==> src/rtl/rd_mem_pkg.sv <==
// Shared constants and the pipeline-stage struct macro for the rd_mem responder.
// The struct is a macro because its data width follows each instance's DATA_W.
`ifndef RD_MEM_PKG_SV
`define RD_MEM_PKG_SV

`define RD_PIPE_T(DW) struct packed { logic vld; logic [(DW)-1:0] data; }

package rd_mem_pkg;

   localparam int MAX_LATENCY = 4;

   function automatic bit latency_ok(input int lat);
      return (lat >= 1) && (lat <= MAX_LATENCY);
   endfunction

endpackage

`endif

==> src/rtl/rd_if.sv <==
// Read request/response bundle between a reader (to_mem) and a memory (from_mem).
interface rd_if #(
   parameter int ADDR_W = 5,
   parameter int DATA_W = 32
);
   logic [ADDR_W-1:0] Addr;
   logic              Enable;
   logic [DATA_W-1:0] Data;
   logic              Valid;

   modport from_mem (input Addr, input Enable, output Data, output Valid);
   modport to_mem   (output Addr, output Enable, input Data, input Valid);
endinterface

==> src/rtl/rd_mem_pipe.sv <==
// LATENCY-deep {valid, data} shift register; the output stage keeps its data
// between responses so the read bus never returns to 0 or picks up stale stages.
module rd_mem_pipe #(
   parameter int LATENCY = 1,
   parameter int DATA_W  = 32
) (
   input  logic              clk,
   input  logic              rst_n,
   input  logic              in_vld,
   input  logic [DATA_W-1:0] in_data,
   output logic              out_vld,
   output logic [DATA_W-1:0] out_data
);

   typedef `RD_PIPE_T(DATA_W) rd_pipe_t;

   rd_pipe_t [LATENCY-1:0] pipe_q;
   rd_pipe_t [LATENCY-1:0] pipe_d;

   always_comb begin
      pipe_d[0].vld  = in_vld;
      pipe_d[0].data = in_data;
      for (int i = 1; i < LATENCY; i++) pipe_d[i] = pipe_q[i-1];
      // last stage only takes data that arrives with a valid
      if (!pipe_d[LATENCY-1].vld) pipe_d[LATENCY-1].data = pipe_q[LATENCY-1].data;
   end

   always_ff @(posedge clk or negedge rst_n) begin
      if (!rst_n) pipe_q <= '0;
      else        pipe_q <= pipe_d;
   end

   assign out_vld  = pipe_q[LATENCY-1].vld;
   assign out_data = pipe_q[LATENCY-1].data;

endmodule

==> src/rtl/rd_mem_responder.sv <==
// Flop-array memory serving rd_if reads with a fixed pipelined latency,
// one write port, optional write-to-read forwarding and a hard-zero word 0.
module rd_mem_responder
   import rd_mem_pkg::*;
#(
   parameter int ADDR_W  = 5,
   parameter int DATA_W  = 32,
   parameter int LATENCY = 1,
   parameter bit WR_FWD  = 1'b1,
   parameter bit ZERO_W0 = 1'b1
) (
   input  logic              clk,
   input  logic              rst_n,
   rd_if.from_mem            rd,
   input  logic              wr_en,
   input  logic [ADDR_W-1:0] wr_addr,
   input  logic [DATA_W-1:0] wr_data
);

   localparam int DEPTH = 2 ** ADDR_W;

   if (!latency_ok(LATENCY)) begin : g_bad_latency
      $error("rd_mem_responder: LATENCY=%0d outside 1..%0d", LATENCY, MAX_LATENCY);
   end

   logic [DATA_W-1:0] mem_q [DEPTH];
   logic [DATA_W-1:0] mem_d [DEPTH];
   logic              wr_ok;
   logic              fwd_hit;
   logic              zero_hit;
   logic [DATA_W-1:0] snap;

   always_comb begin
      wr_ok = wr_en && !(ZERO_W0 && (wr_addr == '0));
      mem_d = mem_q;
      if (wr_ok) mem_d[wr_addr] = wr_data;
   end

   // array contents are deliberately not reset
   always_ff @(posedge clk) begin
      mem_q <= mem_d;
   end

   // Snapshot is gated by Enable so an undriven Addr never reaches the pipe.
   always_comb begin
      fwd_hit  = WR_FWD && wr_en && (wr_addr == rd.Addr);
      zero_hit = ZERO_W0 && (rd.Addr == '0);
      snap     = '0;
      if (rd.Enable && !zero_hit) snap = fwd_hit ? wr_data : mem_q[rd.Addr];
   end

   rd_mem_pipe #(
      .LATENCY (LATENCY),
      .DATA_W  (DATA_W)
   ) u_pipe (
      .clk      (clk),
      .rst_n    (rst_n),
      .in_vld   (rd.Enable),
      .in_data  (snap),
      .out_vld  (rd.Valid),
      .out_data (rd.Data)
   );

endmodule
==> src/flat_wrapper.sv <==
// flat-port wrapper written by rule: the top's interface ports become plain ports
module rd_mem_responder_flat import rd_mem_pkg::*;
#(
   parameter int ADDR_W  = 5,
   parameter int DATA_W  = 32,
   parameter int LATENCY = 1,
   parameter bit WR_FWD  = 1'b1,
   parameter bit ZERO_W0 = 1'b1
)
  (clk, rst_n, wr_en, wr_addr, wr_data, rd_Addr, rd_Enable, rd_Data, rd_Valid);
  rd_if #(.ADDR_W(ADDR_W), .DATA_W(DATA_W)) rd_i ();
  input  logic clk;
  input  logic rst_n;
  input  logic wr_en;
  input  logic [ADDR_W-1:0] wr_addr;
  input  logic [DATA_W-1:0] wr_data;
  input wire logic [$bits(rd_i.Addr)-1:0] rd_Addr;
  input wire logic [$bits(rd_i.Enable)-1:0] rd_Enable;
  output wire logic [$bits(rd_i.Data)-1:0] rd_Data;
  output wire logic [$bits(rd_i.Valid)-1:0] rd_Valid;
  assign rd_i.Addr = rd_Addr;
  assign rd_i.Enable = rd_Enable;
  assign rd_Data = rd_i.Data;
  assign rd_Valid = rd_i.Valid;
  rd_mem_responder #(.ADDR_W(ADDR_W), .DATA_W(DATA_W), .LATENCY(LATENCY), .WR_FWD(WR_FWD), .ZERO_W0(ZERO_W0)) u_core (.clk(clk), .rst_n(rst_n), .rd(rd_i), .wr_en(wr_en), .wr_addr(wr_addr), .wr_data(wr_data));
endmodule
==> config.mk <==
export PLATFORM = sky130hd
export DESIGN_NAME = rd_mem_responder_flat
export DESIGN_NICKNAME = d
export VERILOG_FILES = /design/src/rtl/rd_mem_pkg.sv /design/src/rtl/rd_if.sv /design/src/rtl/rd_mem_pipe.sv /design/src/rtl/rd_mem_responder.sv /design/src/flat_wrapper.sv
export SDC_FILE = /design/constraint.sdc
export NUM_CORES = 1
export LEC_CHECK = 0
export CAP_MARGIN = 20
export CORE_AREA = 2 2 290 292
export DETAILED_ROUTE_END_ITERATION = 10
export DIE_AREA = 0 0 292 294
export PLACE_DENSITY = 0.71
export REMOVE_ABC_BUFFERS = 1
export SETUP_SLACK_MARGIN = 0.3
export SLEW_MARGIN = 20
export SYNTH_ARGS = -nofsm -noshare
export SYNTH_HDL_FRONTEND = slang
export SYNTH_SLANG_ARGS = --single-unit
==> constraint.sdc <==
create_clock -name clk -period 1.75 [get_ports clk]
set_clock_uncertainty 0.1 [all_clocks]
set_input_delay 0.2625 -clock clk [delete_from_list [all_inputs] [get_ports clk]]
set_output_delay 0.2625 -clock clk [all_outputs]
set_load 0.005 [all_outputs]
== Word-level counts from Yosys, hierarchy flattened ==
Cells that the tools add are included.

* Bitwise operators: 2
* Magnitude comparators: 3
* Muxes and demuxes: 8
* Reduce and logical (&&, ||, !) cells: 8
* Equality and inequality tests: 1

{| class="wikitable"
|+ Operator list
! kind !! count
|-
| bitwise mux 1024 bit || 1
|-
| binary-select mux 32 bit (select 5 bit) || 1
|-
| demux 32 bit (select 5 bit) || 1
|-
| 2-to-1 mux 32 bit || 5
|-
| greater-or-equal comparator 6 bit (second input constant) || 2
|-
| inverter 5 -> 6 bit || 2
|-
| zero test 5 bit || 2
|-
| < comparator 6 x 1 -> 1 bit (second input constant) || 1
|-
| == test 5 bit || 1
|-
| logical AND 1 bit || 4
|-
| zero test 1 bit || 2
|}

* Flip-flop bits (word level): 1057
* Input bits: 46
* Logic and storage cells: 56
* Output and inout port bits: 33

== Depth between registers and ports, before layout ==
* Word-level depth: 6
* Mapped depth: 9
* Mapped depth without buffers: 4

== Cells and area by module ==
A second synthesis with hierarchy kept.

* Cell total of the unflattened synthesis: 1777
* Area total of the unflattened synthesis: 40810.4 um^2

{| class="wikitable"
|+ Modules (own cells, without submodules)
! module !! cells each !! times used !! area an instance (um^2) !! seq. area each (um^2)
|-
| rd_mem_responder || 1708 || 1 || 39440.3 || 30749.5
|-
| rd_mem_pipe || 69 || 1 || 1370.1 || 825.8
|}

== Worst setup path after synthesis ==
OpenSTA, ideal clock, no wires.

* Path kind: input-to-reg
* From: input wr_addr[4]
* To: register u_core.mem_q[768] (netlist name) (enable)
* Library setup time: 421 ps
* Buffers on the path: 1
* Setup slack: -1074 ps
* Arrival: 2303 ps
* Stages: 3
* Required time: 1229 ps
* Cells stage by stage: buf_2 > or3b_2 > nor2_1

* Longest elaborated chain between the ends: 3

{| class="wikitable"
|+ Ends and longest elaborated chain
! what !! RTL line !! text
|-
| from (decl) || flat_wrapper.sv:15 || <nowiki>input logic [ADDR_W-1:0] wr_addr;</nowiki>
|-
| zero test 5 bit || rd_mem_responder.sv:34 || <nowiki>wr_ok = wr_en && !(ZERO_W0 && (wr_addr == '0));</nowiki>
|-
| zero test 1 bit || rd_mem_responder.sv:34 ||
|-
| logical AND 1 bit || rd_mem_responder.sv:34 ||
|-
| to (signal assigned) || rd_mem_responder.sv:41 || <nowiki>mem_q <= mem_d;</nowiki>
|-
| to (decl) || rd_mem_responder.sv:26 || <nowiki>logic [DATA_W-1:0] mem_q [DEPTH];</nowiki>
|}

No other way between the ends.
A chain may end at the register's enable or synchronous reset.

== Worst setup path in the final report ==
* From: register u_core.mem_q[591] (netlist name)
* To: register u_core.u_pipe.pipe_q, in the netlist u_core.u_pipe.out_data[15]

* Longest elaborated chain between the ends: 5

{| class="wikitable"
|+ Ends and longest elaborated chain
! what !! RTL line !! text
|-
| binary-select mux 32 bit (select 5 bit) || rd_mem_responder.sv:49 || <nowiki>if (rd.Enable && !zero_hit) snap = fwd_hit ? wr_data : mem_q[rd.Addr];</nowiki>
|-
| 2-to-1 mux 32 bit (implied by the code) (2 in series) || rd_mem_responder.sv:49 ||
|-
| 2-to-1 mux 32 bit (2 in series) || rd_mem_responder.sv:49 ||
|-
| to (signal assigned) || rd_mem_pipe.sv:30 || <nowiki>else pipe_q <= pipe_d;</nowiki>
|-
| to (decl) || rd_mem_pipe.sv:17 || <nowiki>rd_pipe_t [LATENCY-1:0] pipe_q;</nowiki>
|}

No other way between the ends. The select of a mux whose other input is x is not followed.

==> run summary <==
Routability-driven placement finished with a final weighted congestion of 0.858. The cell with the largest stage delay on the worst path was sky130_fd_sc_hd__mux4_2. The finished cells cover 50900 sq um. The library cell with the highest instance count after synthesis is sky130_fd_sc_hd__edfxtp_1. The top-level port count was 79; the aggregate global-route resource usage was 24.5%. The commonest cells after synthesis are 1024 x sky130_fd_sc_hd__edfxtp_1, 256 x sky130_fd_sc_hd__mux2i_1, 117 x sky130_fd_sc_hd__mux4_2, 64 x sky130_fd_sc_hd__o221ai_1, 48 x sky130_fd_sc_hd__clkbuf_1.

The cell family with the largest share of critical-path delay is multiplexers. Yosys mapped the design onto 42 distinct sky130hd cell types. In the detailed route, the total length drawn on met2 is 51300 microns. The cell area after synthesis is 41100 sq um. The minimum period implied by the final worst setup slack is 1.90 ns. The logs give 55.5 mW for the total power consumption of the routed design and 106 for the number of rows in the core area.

STA puts the critical path data arrival time at 2.34 ns. Cell accounting for the most synthesized area: sky130_fd_sc_hd__edfxtp_1. Counting flops and latches in the post-synthesis netlist gives 1057. The buffers plus inverters on the worst setup path was 1; the number of buffers inserted during clock tree synthesis was 101.

The required time at the worst-slack endpoint came out at 2.18 ns. The final layout contains routed wiring with a total length of 106000 microns. Before antenna repair, the detailed router went through 5 iterations.

Setup violation total in the final timing report: 12. Sequential elements use 76.8% of the synthesized area. The final reports fail on negative setup slack. The setup path with the least slack is of type flip-flop to flip-flop. The area growth from synthesis to layout is 23.8%.

The logs give 0 for the number of antenna violations at the first check in global routing and 0 for the count of inserted antenna diode cells. The number of sinks handled by clock tree synthesis was 1057. The number of remaining DRC errors is 0.

The most common flop cell mapped by yosys is sky130_fd_sc_hd__edfxtp_1. For this configuration, the core starts out at a cell density of 49.6%. Synthesis produced 1959 cells. The total global routing overflow came out at 0.

For the detailed-routing wirelength on met1, the log shows 42600 microns. The delay contributed by the slowest stage of the critical path works out to 0.49 ns. The number of enable-type register cells in the synthesized netlist was 1024.

Derived from the worst setup path, the maximum achievable clock frequency is 526 MHz. Clock latency on the worst-skew pair, taken at its later pin, is 0.66 ns. The cell sitting at the root of the clock tree is a sky130_fd_sc_hd__clkbuf_16. The first global-routing pass estimated 153000 microns of wire.

By area the synthesized netlist is led by sky130_fd_sc_hd__edfxtp_1 75%, sky130_fd_sc_hd__mux4_2 6.4%, sky130_fd_sc_hd__mux2i_1 6.2%. The tightest min-delay check is of the input port to async pin type. The clock tree buffer depth was 3.

The floorplan die height is 294 microns, and the number of maximum-capacitance violations is 0. In this run the remaining antenna-violating nets after routing total 0. The ratio of cells with drive above 1 in the final layout is 33.3%, and the wire length on met3 is 9700 microns.

Measured against its own limit, the worst slew margin works out to 47.8%. Number of buffers added on ports: 78. Detailed routing inserted a total of 22074 vias.

The total number of yosys warnings came out at 0. The total power divided by cell area came out at 1090 nW/um^2. Number of vias per cell: 6.20. The run gives 3 as the CTS H-tree depth. TritonCTS built the clock tree.

The via count of the first global-routing pass was 22438. The worst setup path is captured at a flip-flop. Summed over all cells, the static leakage comes to 17.4 nW. After detailed routing, the average wire length per cell comes to 29.7 microns.

Estimated wirelength of the detail-placed design: 66300 microns. The run gives 0.847 mV as the highest ir drop seen on vdd. The kind of start point of the critical path was a flip-flop. The placeable core region was 82900 sq um; the transition time of the tightest slew-check pin was 0.782 ns. Number of DRC violations after detailed-routing iteration 0: 2738.

After detailed routing, no signal wire sits above met4. Counting flops with an async set or reset pin after synthesis yields a share of 3.12%. The final setup slack of the worst path is -0.152 ns.

Of the available clock period, the critical path in the final layout requires 109%. Traced cell by cell, the critical path runs through mux4_2 > mux2_4 > a221oi_2 > buf_4 > o31ai_2. In this run the cell area measured after placement is 46600 sq um. For the maximum number of pins on one net before global-route repair, the log shows 36. The number of pins with negative max-slew slack in the final report is 0, and the net total in the final layout is 2437. Of the post-synthesis cell area, the dominant cell type holds 74.8%. The run gives -0.940 ns as the setup slack after placement. The run finished, with violations left.

The final count of hold timing violations was 0; the die extent in x was 292 microns. The average instance in the mapped netlist occupies 21.0 sq um. Maximum fanout along the worst path: 1. Setup repair after global routing could not meet its margin everywhere.

The clock-pin slew on the worst setup and hold paths is 0.06 ns. The die covers 85800 sq um.
[cell usage in the layout, fill, tap and decap left out, drive strengths merged, types with 3 or more instances in the layout]
cell type      count
clkbuf           140
mux4             128
nand3b             6
bufbuf             4
a221oi            64
a22oi             32
bufinv            17
or3b               5
dlygate4sd2        3
buf              380
conb              32
o221ai            64
clkdlybuf4s50     33
nor2              36
mux2i            256
a32oi             32
clkinv            30
nor2b              4
and2              34
mux2              32
xnor2              3
a211oi            32
o31ai             32
inv                7
dfrtp             33
edfxtp          1024
[through the flow]
step	cells	TNS, ns	utilization [%]	hold slack [ns]
global route	3560	-1.28	61.4	0.115
CTS	3554	-0.602	61.1	0.0768
detailed placement	3336	-511.18	56.2	0.176
global placement	3336	-501.69	56.2	0.170
finish	3560	-0.548	61.4	0.0911
floorplan	1861	-817.27	-	-0.133
[state kept, by name (all words and copies together) (netlist names)]
| name | cells |
|---|---|
| u_core.mem_q | 1024 |
| u_core.u_pipe.out_vld | 1 |
| u_core.u_pipe.out_data | 32 |
[metal layers]
metal / GRT usage (%) / up-vias
li1: - / 9141
met1: 34.5 / 11561
met2: 39.6 / 1214
met3: 4.58 / 158
met4: 6.88 / 0
met5: 0 / -
[worst reg2reg max path, cell delays in order, from the launching register on]
cell                       delay, ns
sky130_fd_sc_hd__edfxtp_1       0.38
sky130_fd_sc_hd__mux4_2         0.49
sky130_fd_sc_hd__mux2_4         0.29
sky130_fd_sc_hd__a221oi_2       0.25
sky130_fd_sc_hd__buf_4          0.20
sky130_fd_sc_hd__o31ai_2        0.07
[logic make-up (layout without fill, tap and decap cells)]
family                 Yosys count  in the layout  share of synthesized area (%)
AND/OR/NAND/NOR                 90             92                           1.21
buffers and inverters          132            620                           1.90
AO/OA/AOI/OAI                  258            258                           5.74
multiplexers                   416            416                           14.2
flip-flops                    1057           1057                           76.8
other                            1             32                        0.00912
XOR/XNOR                         5              5                          0.125
[report_power, final]
| part | leakage (nW) | switching (mW) | internal, mW |
|---|---|---|---|
| Sequential | 9.65 | 0.200 | 28.2 |
| Combinational | 6.01 | 2.22 | 1.76 |
| Clock | 1.73 | 9.24 | 13.8 |
| Total | 17.4 | 11.7 | 43.8 |
[worst paths after layout]
kind                                            start                    endpoint  slack [ns]  cells past startpoint
setup reg to reg                    u_core.mem_q[591]  u_core.u_pipe.out_data[15]       -0.15                      5
hold reg to reg            u_core.u_pipe.out_data[15]  u_core.u_pipe.out_data[15]        0.42                      2
setup / recovery                    u_core.mem_q[591]  u_core.u_pipe.out_data[15]       -0.15                      5
hold / removal                                  rst_n   u_core.u_pipe.out_data[3]        0.09                      3
max in group asynchronous                       rst_n   u_core.u_pipe.out_data[1]        1.20                      3
min in group clk                          wr_data[15]  u_core.u_pipe.out_data[15]        0.21                      3
[repair_timing]
item,in CTS,in global routing
setup buffers,17,6
cloned,7,0
endpoints found under the setup margin,929,87
hold buffers,2,0
gates resized for setup,211,48
pin swaps,42,18
endpoints found under the hold margin,34,0
[layout make-up]
cell class                      count  area (sq um)
Timing Repair Buffer              425          4790
Inverter                            3          11.3
Multi-Input combinational cell    803          9650
Fill cell                        5455         32000
Tap cell                         1080          1350
Clock buffer                      139          2830
Clock inverter                     53           699
Sequential cell                  1057         31600
Power figures use the tool's default switching activity.
